`config.mk`:
```
export PLATFORM = sky130hd
export DESIGN_NAME = ha_array_collector
export DESIGN_NICKNAME = d
export VERILOG_FILES = /design/src/rtl/ha_array_collector.sv
export SDC_FILE = /design/constraint.sdc
export NUM_CORES = 1
export LEC_CHECK = 0
export BUFFER_PORTS_ARGS = -buffer_cell sky130_fd_sc_hd__buf_2
export CORE_UTILIZATION = 43
export DETAILED_ROUTE_END_ITERATION = 10
export SYNTH_ARGS = -nofsm -noshare
export SYNTH_HDL_FRONTEND = slang
export SYNTH_SLANG_ARGS = --single-unit
```
`constraint.sdc`:
```
create_clock -name clk -period 5 [get_ports clk]
set_input_delay 0.5 -clock clk [delete_from_list [all_inputs] [get_ports clk]]
set_output_delay 0.5 -clock clk [all_outputs]
set_load 0.005 [all_outputs]
```
`src/rtl/ha_array_collector.sv`:
```
// ha_array_collector: captures four ha_array b/t row pairs and accumulates them serially into a 16-bit product plus ovf.
// Latency 4 cycles from accept to out_valid; holds result while out_ready is low, no accept until the result is taken.
// HA_COLLECT_STATUS_EN adds the txn_count completed-handshake counter port.
module ha_array_collector (
  input  logic        clk,
  input  logic        rst_n,
  input  logic [6:0]  ha_array_0_b,
  input  logic [6:0]  ha_array_1_b,
  input  logic [6:0]  ha_array_2_b,
  input  logic [6:0]  ha_array_3_b,
  input  logic [8:0]  ha_array_0_t,
  input  logic [8:0]  ha_array_1_t,
  input  logic [8:0]  ha_array_2_t,
  input  logic [8:0]  ha_array_3_t,
  input  logic        in_valid,
  output logic        in_ready,
  output logic        out_valid,
  input  logic        out_ready,
  output logic [15:0] product,
  output logic        ovf
`ifdef HA_COLLECT_STATUS_EN
  ,
  output logic [7:0]  txn_count
`endif
);

  typedef enum logic [1:0] {
    IDLE = 2'd0,
    ACC  = 2'd1,
    DONE = 2'd2
  } state_t;

  typedef struct packed {
    logic [6:0] b;
    logic [8:0] t;
  } row_t;

  state_t      state_q;
  state_t      state_d;
  row_t [3:0]  rows_q;
  logic [16:0] acc_q;
  logic [1:0]  idx_q;
  logic        accept;
  logic        add_en;
  row_t        cur_row;
  logic [9:0]  row_val;
  logic [16:0] term;

  assign accept = in_valid && in_ready;

  always_comb begin
    state_d   = state_q;
    in_ready  = 1'b0;
    out_valid = 1'b0;
    add_en    = 1'b0;
    case (state_q)
      IDLE: begin
        in_ready = 1'b1;
        if (in_valid) state_d = ACC;
      end
      ACC: begin
        add_en = 1'b1;
        if (idx_q == 2'd3) state_d = DONE;
      end
      DONE: begin
        out_valid = 1'b1;
        if (out_ready) state_d = IDLE;
      end
      default: state_d = IDLE;
    endcase
  end

  // b[k] sits two columns above t[k]; each row is offset by two columns from the previous one.
  always_comb begin
    cur_row = rows_q[idx_q];
    row_val = 10'(cur_row.t) + {1'b0, cur_row.b, 2'b00};
    term    = 17'(row_val) << {idx_q, 1'b0};
  end

  always_ff @(posedge clk or negedge rst_n) begin
    if (!rst_n) state_q <= IDLE;
    else        state_q <= state_d;
  end

  always_ff @(posedge clk or negedge rst_n) begin
    if (!rst_n) begin
      rows_q <= '0;
      acc_q  <= '0;
      idx_q  <= '0;
    end else if (accept) begin
      rows_q[0] <= '{b: ha_array_0_b, t: ha_array_0_t};
      rows_q[1] <= '{b: ha_array_1_b, t: ha_array_1_t};
      rows_q[2] <= '{b: ha_array_2_b, t: ha_array_2_t};
      rows_q[3] <= '{b: ha_array_3_b, t: ha_array_3_t};
      acc_q     <= '0;
      idx_q     <= '0;
    end else if (add_en) begin
      acc_q <= acc_q + term;
      idx_q <= idx_q + 2'd1;
    end
  end

  assign product = acc_q[15:0];
  assign ovf     = acc_q[16];

`ifdef HA_COLLECT_STATUS_EN
  always_ff @(posedge clk or negedge rst_n) begin
    if (!rst_n)                      txn_count <= '0;
    else if (out_valid && out_ready) txn_count <= txn_count + 8'd1;
  end
`endif

endmodule

```
==> results of run 1 <==
registers in the layout (all words and copies together) (netlist names):
signal	cells
rows_q	64
acc_q	17
idx_q	2
state_q	2
logic make-up (layout without fill, tap and decap cells):
family	Yosys count	in the layout
xor+xnor	14	14
flops	85	85
fa+ha+maj	26	26
buf+inv	38	114
mux	21	21
compound gates	93	93
simple gates	280	280
metal layers:
layer,vias to the layer above,GRT usage (%),part of all wire [%]
met5,-,0,0
met4,0,5.89,0.87
met3,8,4.24,3.6
met2,71,33.7,48
met1,1932,28.4,48
li1,2043,-,-
area by class of cell:
| class | instances | area [um2] |
|---|---|---|
| clock buffers | 10 | 229 |
| clock inverters | 6 | 93.8 |
| fillers | 1019 | 5220 |
| inverters | 6 | 22.5 |
| multi-input cells | 434 | 2640 |
| flip-flops and latches | 85 | 2130 |
| well taps | 140 | 175 |
| repair buffers | 92 | 478 |
worst max-delay path, delay by kind of cell (launching register included):
| family | cells | cell delay [ns] |
|---|---|---|
| adders and majority gates | 2 | 0.91 |
| DFF | 1 | 0.43 |
| muxes | 2 | 0.78 |
| AOI/OAI and AO/OA | 7 | 1.31 |
| buffers and inverters | 1 | 0.29 |
| and+or+nand+nor | 2 | 0.53 |
per-stage QoR:
stage,std cells,hold WS (ns)
final,773,0.0870
after global routing,773,0.115
after CTS,773,0.101
after detailed placement,757,0.459
after global placement,757,0.453
after floorplan,557,0.204
how the worst max path moves through the flow:
| stage | from | end |
|---|---|---|
| 2_1_floorplan | idx_q[0] | acc_q[16] |
| 3_5_place_dp | idx_q[0] | acc_q[16] |
| 4_1_cts | idx_q[0] | acc_q[16] |
| 6_report | idx_q[0] | acc_q[16] |
| 3_3_place_gp | idx_q[0] | acc_q[16] |
| 5_1_grt | idx_q[0] | acc_q[16] |
layout by cell type, fill, tap and decap left out, types with 3 or more instances in the layout:
master | netlist | routed
nor2b_1 | 4 | 4
xor2_1 | 7 | 7
nor3b_1 | 3 | 3
ha_1 | 24 | 24
and3_1 | 4 | 4
nand3_1 | 19 | 19
buf_4 | 0 | 7
nand2b_1 | 3 | 3
inv_1 | 6 | 6
nor3_1 | 3 | 3
o211ai_1 | 6 | 6
nor2_1 | 10 | 10
a21o_1 | 10 | 10
nand2_1 | 224 | 223
o211a_1 | 3 | 3
mux2i_1 | 6 | 6
clkbuf_16 | 0 | 9
o21ai_0 | 25 | 25
xnor2_1 | 7 | 7
dfrtp_1 | 85 | 85
o21a_1 | 3 | 3
buf_2 | 9 | 85
mux4_2 | 14 | 14
a21oi_1 | 23 | 23
==> metrics.log, run 1 <==
[metrics] sequential element share of the synthesized area: 43.3%
[metrics] average vias per placed instance: 5.24
[metrics] average footprint of a synthesized cell: 8.83 um2
[metrics] final critical path time including I/O delays and setup: 4.32 ns
[metrics] clock buffers created by TritonCTS: 9
[metrics] final setup margin: 0.676 ns
[metrics] initial drt markers: 212
[metrics] RSZ-0062 raised after global routing: false
[metrics] Clock H-tree levels: 3
[metrics] startpoint class of the critical path: flop
[metrics] XOR/XNOR share of the synthesized area: 2.49%
[metrics] final core utilization: 52.5%
[metrics] leading post-synthesis cells by instance count: nand2_1, dfrtp_1, o21ai_0, ha_1, a21oi_1
[metrics] clock tree from TritonCTS: built
[metrics] per-cell routed wire length: 14.7 um
[metrics] Crit. End Element: flop
[metrics] floorplan die height: 109 um
[metrics] ys async rst share: 100%
[metrics] clock root cell: clkbuf_16
[metrics] Die ar.: 11900 um2
[metrics] most common cell type on the critical path: a21oi_1
[metrics] clk sink count: 85
[metrics] hold buffer count at cts: 0
[metrics] cell taking the most area after synthesis: dfrtp_1
[metrics] post-synthesis adder-cell area fraction: 6.92%
[metrics] Setup violations, final: 0
[metrics] share of post-route cells with drive strength above 1: 21.2%
[metrics] remaining antenna violation count after routing: 0
[metrics] number of port buffers: 86
[metrics] gr usage total: 20.9%
[metrics] clock slew at the register clock pins of the worst setup and hold paths: 0.06 ns
[metrics] number of rows in the core area: 38
[metrics] simple-gate share of the synthesized area: 23.4%
[metrics] final hold violations: 0
[metrics] top-level I/O count: 87
[metrics] worst slew pin tran: 1.12 ns
[metrics] share of the cycle needed by the critical path after routing: 86.5%
[metrics] multiplexer area fraction after synthesis: 7.86%
[metrics] first-pass GRT wire length: 19000 um
[metrics] Final Cell Area: 5760 um2
[metrics] reg-to-reg critical path startpoint: idx_q[0]
[metrics] Synth top area share: 43.3%
[metrics] Compound-Gate Fraction of Synth Area: 12.8%
[metrics] count leader, synth: nand2_1
[metrics] CP Cell Sequence: buf_4 > mux4_2 > fa_1 > a21oi_1 > o21ai_0 > or3_1 > a21oi_1 > o31ai_1 > ha_1 > nand4_2 > o221ai_2 > a21oi_4 > o41ai_2 > mux2i_1
[metrics] R2R setup slack: 0.68 ns
[metrics] worst flop-to-flop path endpoint: acc_q[16]
[metrics] ANT cells: 0
[metrics] critical path class: reg2reg
[metrics] # Max-Cap Violations: 0
[metrics] Syn Nets: 651
[metrics] via count of the first global-routing pass: 3929
[metrics] Post CTS Setup Buffer Count: 0
[metrics] number of antenna violations at the first check in global routing: 0
[metrics] NumNets Final: 722
[metrics] Max FO, Critical Path: 12
[metrics] growth of design area from synthesis to finish: 17.2%
[metrics] Clock Latency Late Sink: 0.34 ns
[metrics] main combinational cell family by area after synthesis: simple AND/OR/NAND/NOR gates
[metrics] master of the slowest instance on the critical path: mux4_2
[metrics] mapped cell area: 4920 um2
[metrics] distinct cell type count of the synthesized netlist: 53
[metrics] path type of the worst min-delay path: in2async
[metrics] synthesized netlist cell count: 557
[metrics] Max Freq: 231 MHz
[metrics] Clock Skew: 0.00725 ns
[metrics] overflow left after global routing: 0
[metrics] Detailed Routing Iterations Pass 1: 4
[metrics] Ys Warns: 0
[metrics] Core Footprint: 11000 um2
[metrics] buffer depth of the longest clock path: 2
[metrics] worst relative slew slack: 25.5%
[metrics] initial core utilization: 44.8%
[metrics] DIE WIDTH: 109 um
[metrics] largest cells by area after synthesis: dfrtp_1, nand2_1, mux4_2
[metrics] Main synth FF type: dfrtp_1
[metrics] post-detailed-routing wire length: 11300 um
[metrics] number of enable-type register cells in the synthesized netlist: 0
[metrics] routability congestion estimate from global placement: 0.885
[metrics] longest individual stage delay on the worst path: 0.57 ns
[metrics] Arr. time, crit path: 4.58 ns
[metrics] Setup Total Neg Slack: 0 ns
[metrics] worst r2r path cells: 14
[metrics] Final Max Slew Viols: 0
[metrics] result of the run: complete, no violations
[metrics] Residual DRC: 0
[metrics] count of vias placed by the detailed router: 4054
[metrics] cell area after placement: 5440 um2
[metrics] critical path data required time: 5.26 ns
[metrics] register bit count reported by yosys: 85
[metrics] placed wire-length estimate: 8360 um
[metrics] post-cts repair resize count: 0
[metrics] placement-stage worst setup slack: 0.653 ns
[metrics] pin count of the biggest net entering global routing: 68
Power of run 1 is not shown: default switching activity piles up to over one toggle a cycle in this logic, so the estimate is an artifact.
==> inputs of run 2 (changes only) <==
Clock period 5 ns to 4.5 ns, I/O delays scaled along.
==> run 2 against run 1 <==
  * Register-to-register slack lost 0.42 ns
  * Routed wire length decreased by 0.11%
  * Setup slack got worse by 0.42 ns
==> metrics.log, run 2 (synthesis results as in run 1) <==
[metrics] final hold violations: 0 (unchanged)
[metrics] Clock Skew: 0.00787 ns (+0.000616 ns)
[metrics] final critical path time including I/O delays and setup: 4.25 ns (-0.0776 ns)
[metrics] via count of the first global-routing pass: 3912 (-0.43%)
[metrics] Clock Latency Late Sink: 0.34 ns (about the same)
[metrics] share of the cycle needed by the critical path after routing: 94.4% (+7.9 points)
[metrics] Setup violations, final: 0 (unchanged)
[metrics] worst r2r path cells: 14 (unchanged)
[metrics] Max FO, Critical Path: 11 (-1)
[metrics] master of the slowest instance on the critical path: mux4_2
[metrics] Residual DRC: 0 (unchanged)
[metrics] path type of the worst min-delay path: in2async
[metrics] biggest registers after layout: rows_q: 64 flops, acc_q: 17 flops
[metrics] most common library cell in the layout ignoring fill and taps: nand2_1
[metrics] clock buffers created by TritonCTS: 9 (unchanged)
[metrics] startpoint class of the critical path: flop
[metrics] clock root cell: clkbuf_16
[metrics] Largest Register: rows_q
[metrics] post-detailed-routing wire length: 11300 um (-0.11%)
[metrics] growth of design area from synthesis to finish: 17.1%
[metrics] Post-Place Cells: 758 (+0.13%)
[metrics] share of post-route cells with drive strength above 1: 21.0% (-0.19 points)
[metrics] clk sink count: 85 (unchanged)
[metrics] RSZ-0062 raised after global routing: false
[metrics] NumNets Final: 723 (+0.14%)
[metrics] first-pass GRT wire length: 19200 um (+0.80%)
[metrics] post-cts repair resize count: 0 (unchanged)
[metrics] worst relative slew slack: 25.3% (-0.22 points)
[metrics] result of the run: complete, no violations
[metrics] number of port buffers: 86 (unchanged)
[metrics] initial drt markers: 151 (-29%)
[metrics] clock tree from TritonCTS: built
[metrics] longest individual stage delay on the worst path: 0.57 ns (about the same)
[metrics] leading cell types in the layout, fill and taps excluded: nand2_1, dfrtp_1, buf_2, o21ai_0, ha_1
[metrics] Arr. time, crit path: 4.51 ns (-0.07 ns)
[metrics] overflow left after global routing: 0 (unchanged)
[metrics] flip-flop count of the largest register after layout: 64 (unchanged)
[metrics] placed wire-length estimate: 8220 um (-1.8%)
[metrics] number of antenna violations at the first check in global routing: 0 (unchanged)
[metrics] reg-to-reg critical path startpoint: idx_q[0]
[metrics] remaining antenna violation count after routing: 0 (unchanged)
[metrics] Clock H-tree levels: 3 (unchanged)
[metrics] Setup Total Neg Slack: 0 ns (unchanged)
[metrics] R2R setup slack: 0.25 ns (-0.42 ns)
[metrics] DIE WIDTH: 109 um (unchanged)
[metrics] origin of the worst setup path: idx_q[0]
[metrics] # Max-Cap Violations: 0 (unchanged)
[metrics] Die ar.: 11900 um2 (unchanged)
[metrics] hold buffer count at cts: 0 (unchanged)
[metrics] count of vias placed by the detailed router: 4037 (-0.42%)
[metrics] Core Footprint: 11000 um2 (unchanged)
[metrics] buffer depth of the longest clock path: 2 (unchanged)
[metrics] initial core utilization: 44.8% (unchanged)
[metrics] average vias per placed instance: 5.22 (-0.55%)
[metrics] per-cell routed wire length: 14.6 um (-0.24%)
[metrics] top-level I/O count: 87 (unchanged)
[metrics] routability congestion estimate from global placement: 0.866 (-2.1%)
[metrics] Detailed Routing Iterations Pass 1: 4 (unchanged)
[metrics] number of rows in the core area: 38 (unchanged)
[metrics] most common cell type on the critical path: a21oi_1
[metrics] critical path class: reg2reg
[metrics] Final Max Slew Viols: 0 (unchanged)
[metrics] floorplan die height: 109 um (unchanged)
[metrics] clock slew at the register clock pins of the worst setup and hold paths: 0.06 ns (about the same)
[metrics] Cell Count, Final, Fillers Out: 774 (+0.13%)
[metrics] gr usage total: 21.0% (+0.080 points)
[metrics] worst slew pin tran: 1.12 ns (+0.00337 ns)
[metrics] pin count of the biggest net entering global routing: 86 (+26%)
[metrics] Post CTS Setup Buffer Count: 0 (unchanged)
[metrics] CP Cell Sequence: buf_4 > mux4_2 > fa_1 > a21oi_1 > o21ai_0 > or3_1 > a21oi_1 > o22ai_1 > ha_1 > nand4_2 > o221ai_2 > a21oi_4 > o41ai_2 > mux2i_1
[metrics] Max Freq: 236 MHz (+1.8%)
[metrics] worst flop-to-flop path endpoint: acc_q[16]
[metrics] Crit. End Element: flop
[metrics] critical path data required time: 4.77 ns (-0.49 ns)
[metrics] last element of the critical path: acc_q[16]
[metrics] ANT cells: 0 (unchanged)
## run 2: area by class of cell
cell class              instances  area (um2)
clock inverters                 4        72.6
clock buffers                  12         236
fillers                      1031        5230
repair buffers                 93         485
inverters                       6        22.5
multi-input cells             434        2640
flip-flops and latches         85        2130
well taps                     140         175
## run 2: worst min path at each step
stage,start,to,slack (ns),depth (start not counted)
after floorplan,rst_n,acc_q[0],0.15,0
after global placement,rows_q[5],rows_q[5],0.45,2
after detailed placement,rows_q[52],rows_q[52],0.46,2
after CTS,ha_array_3_t[2],rows_q[50],0.29,3
after global routing,ha_array_1_b[6],rows_q[31],0.30,3
final,rst_n,acc_q[2],0.26,1
## run 2: metal layers
metal	global-route usage (%)	wire (um)
met1	29.2	5580
met2	33.3	5250
met3	3.23	347
met4	6.76	155
met5	0	0
## run 2: metrics by stage
| stage | utilization (%) | hold slack [ns] | cell area, um2 | setup WS (ns) |
|---|---|---|---|---|
| after global placement | 49.6 | 0.454 | 5450 | 0.319 |
| final | 52.4 | 0.262 | 5760 | 0.254 |
| after floorplan | - | 0.154 | 4920 | 0.422 |
| after CTS | 52.4 | 0.287 | 5760 | 0.237 |
| after detailed placement | 49.6 | 0.459 | 5450 | 0.237 |
| after global routing | 52.4 | 0.297 | 5760 | 0.00441 |
## run 2: critical path: cells and delay by family, from the launching register on
kind	cells	cell delay [ns]
compound gates	7	1.28
fa+ha+maj	2	0.91
mux	2	0.78
simple gates	2	0.55
flops	1	0.40
buf+inv	1	0.26
Power of run 2 is left out for the same reason.
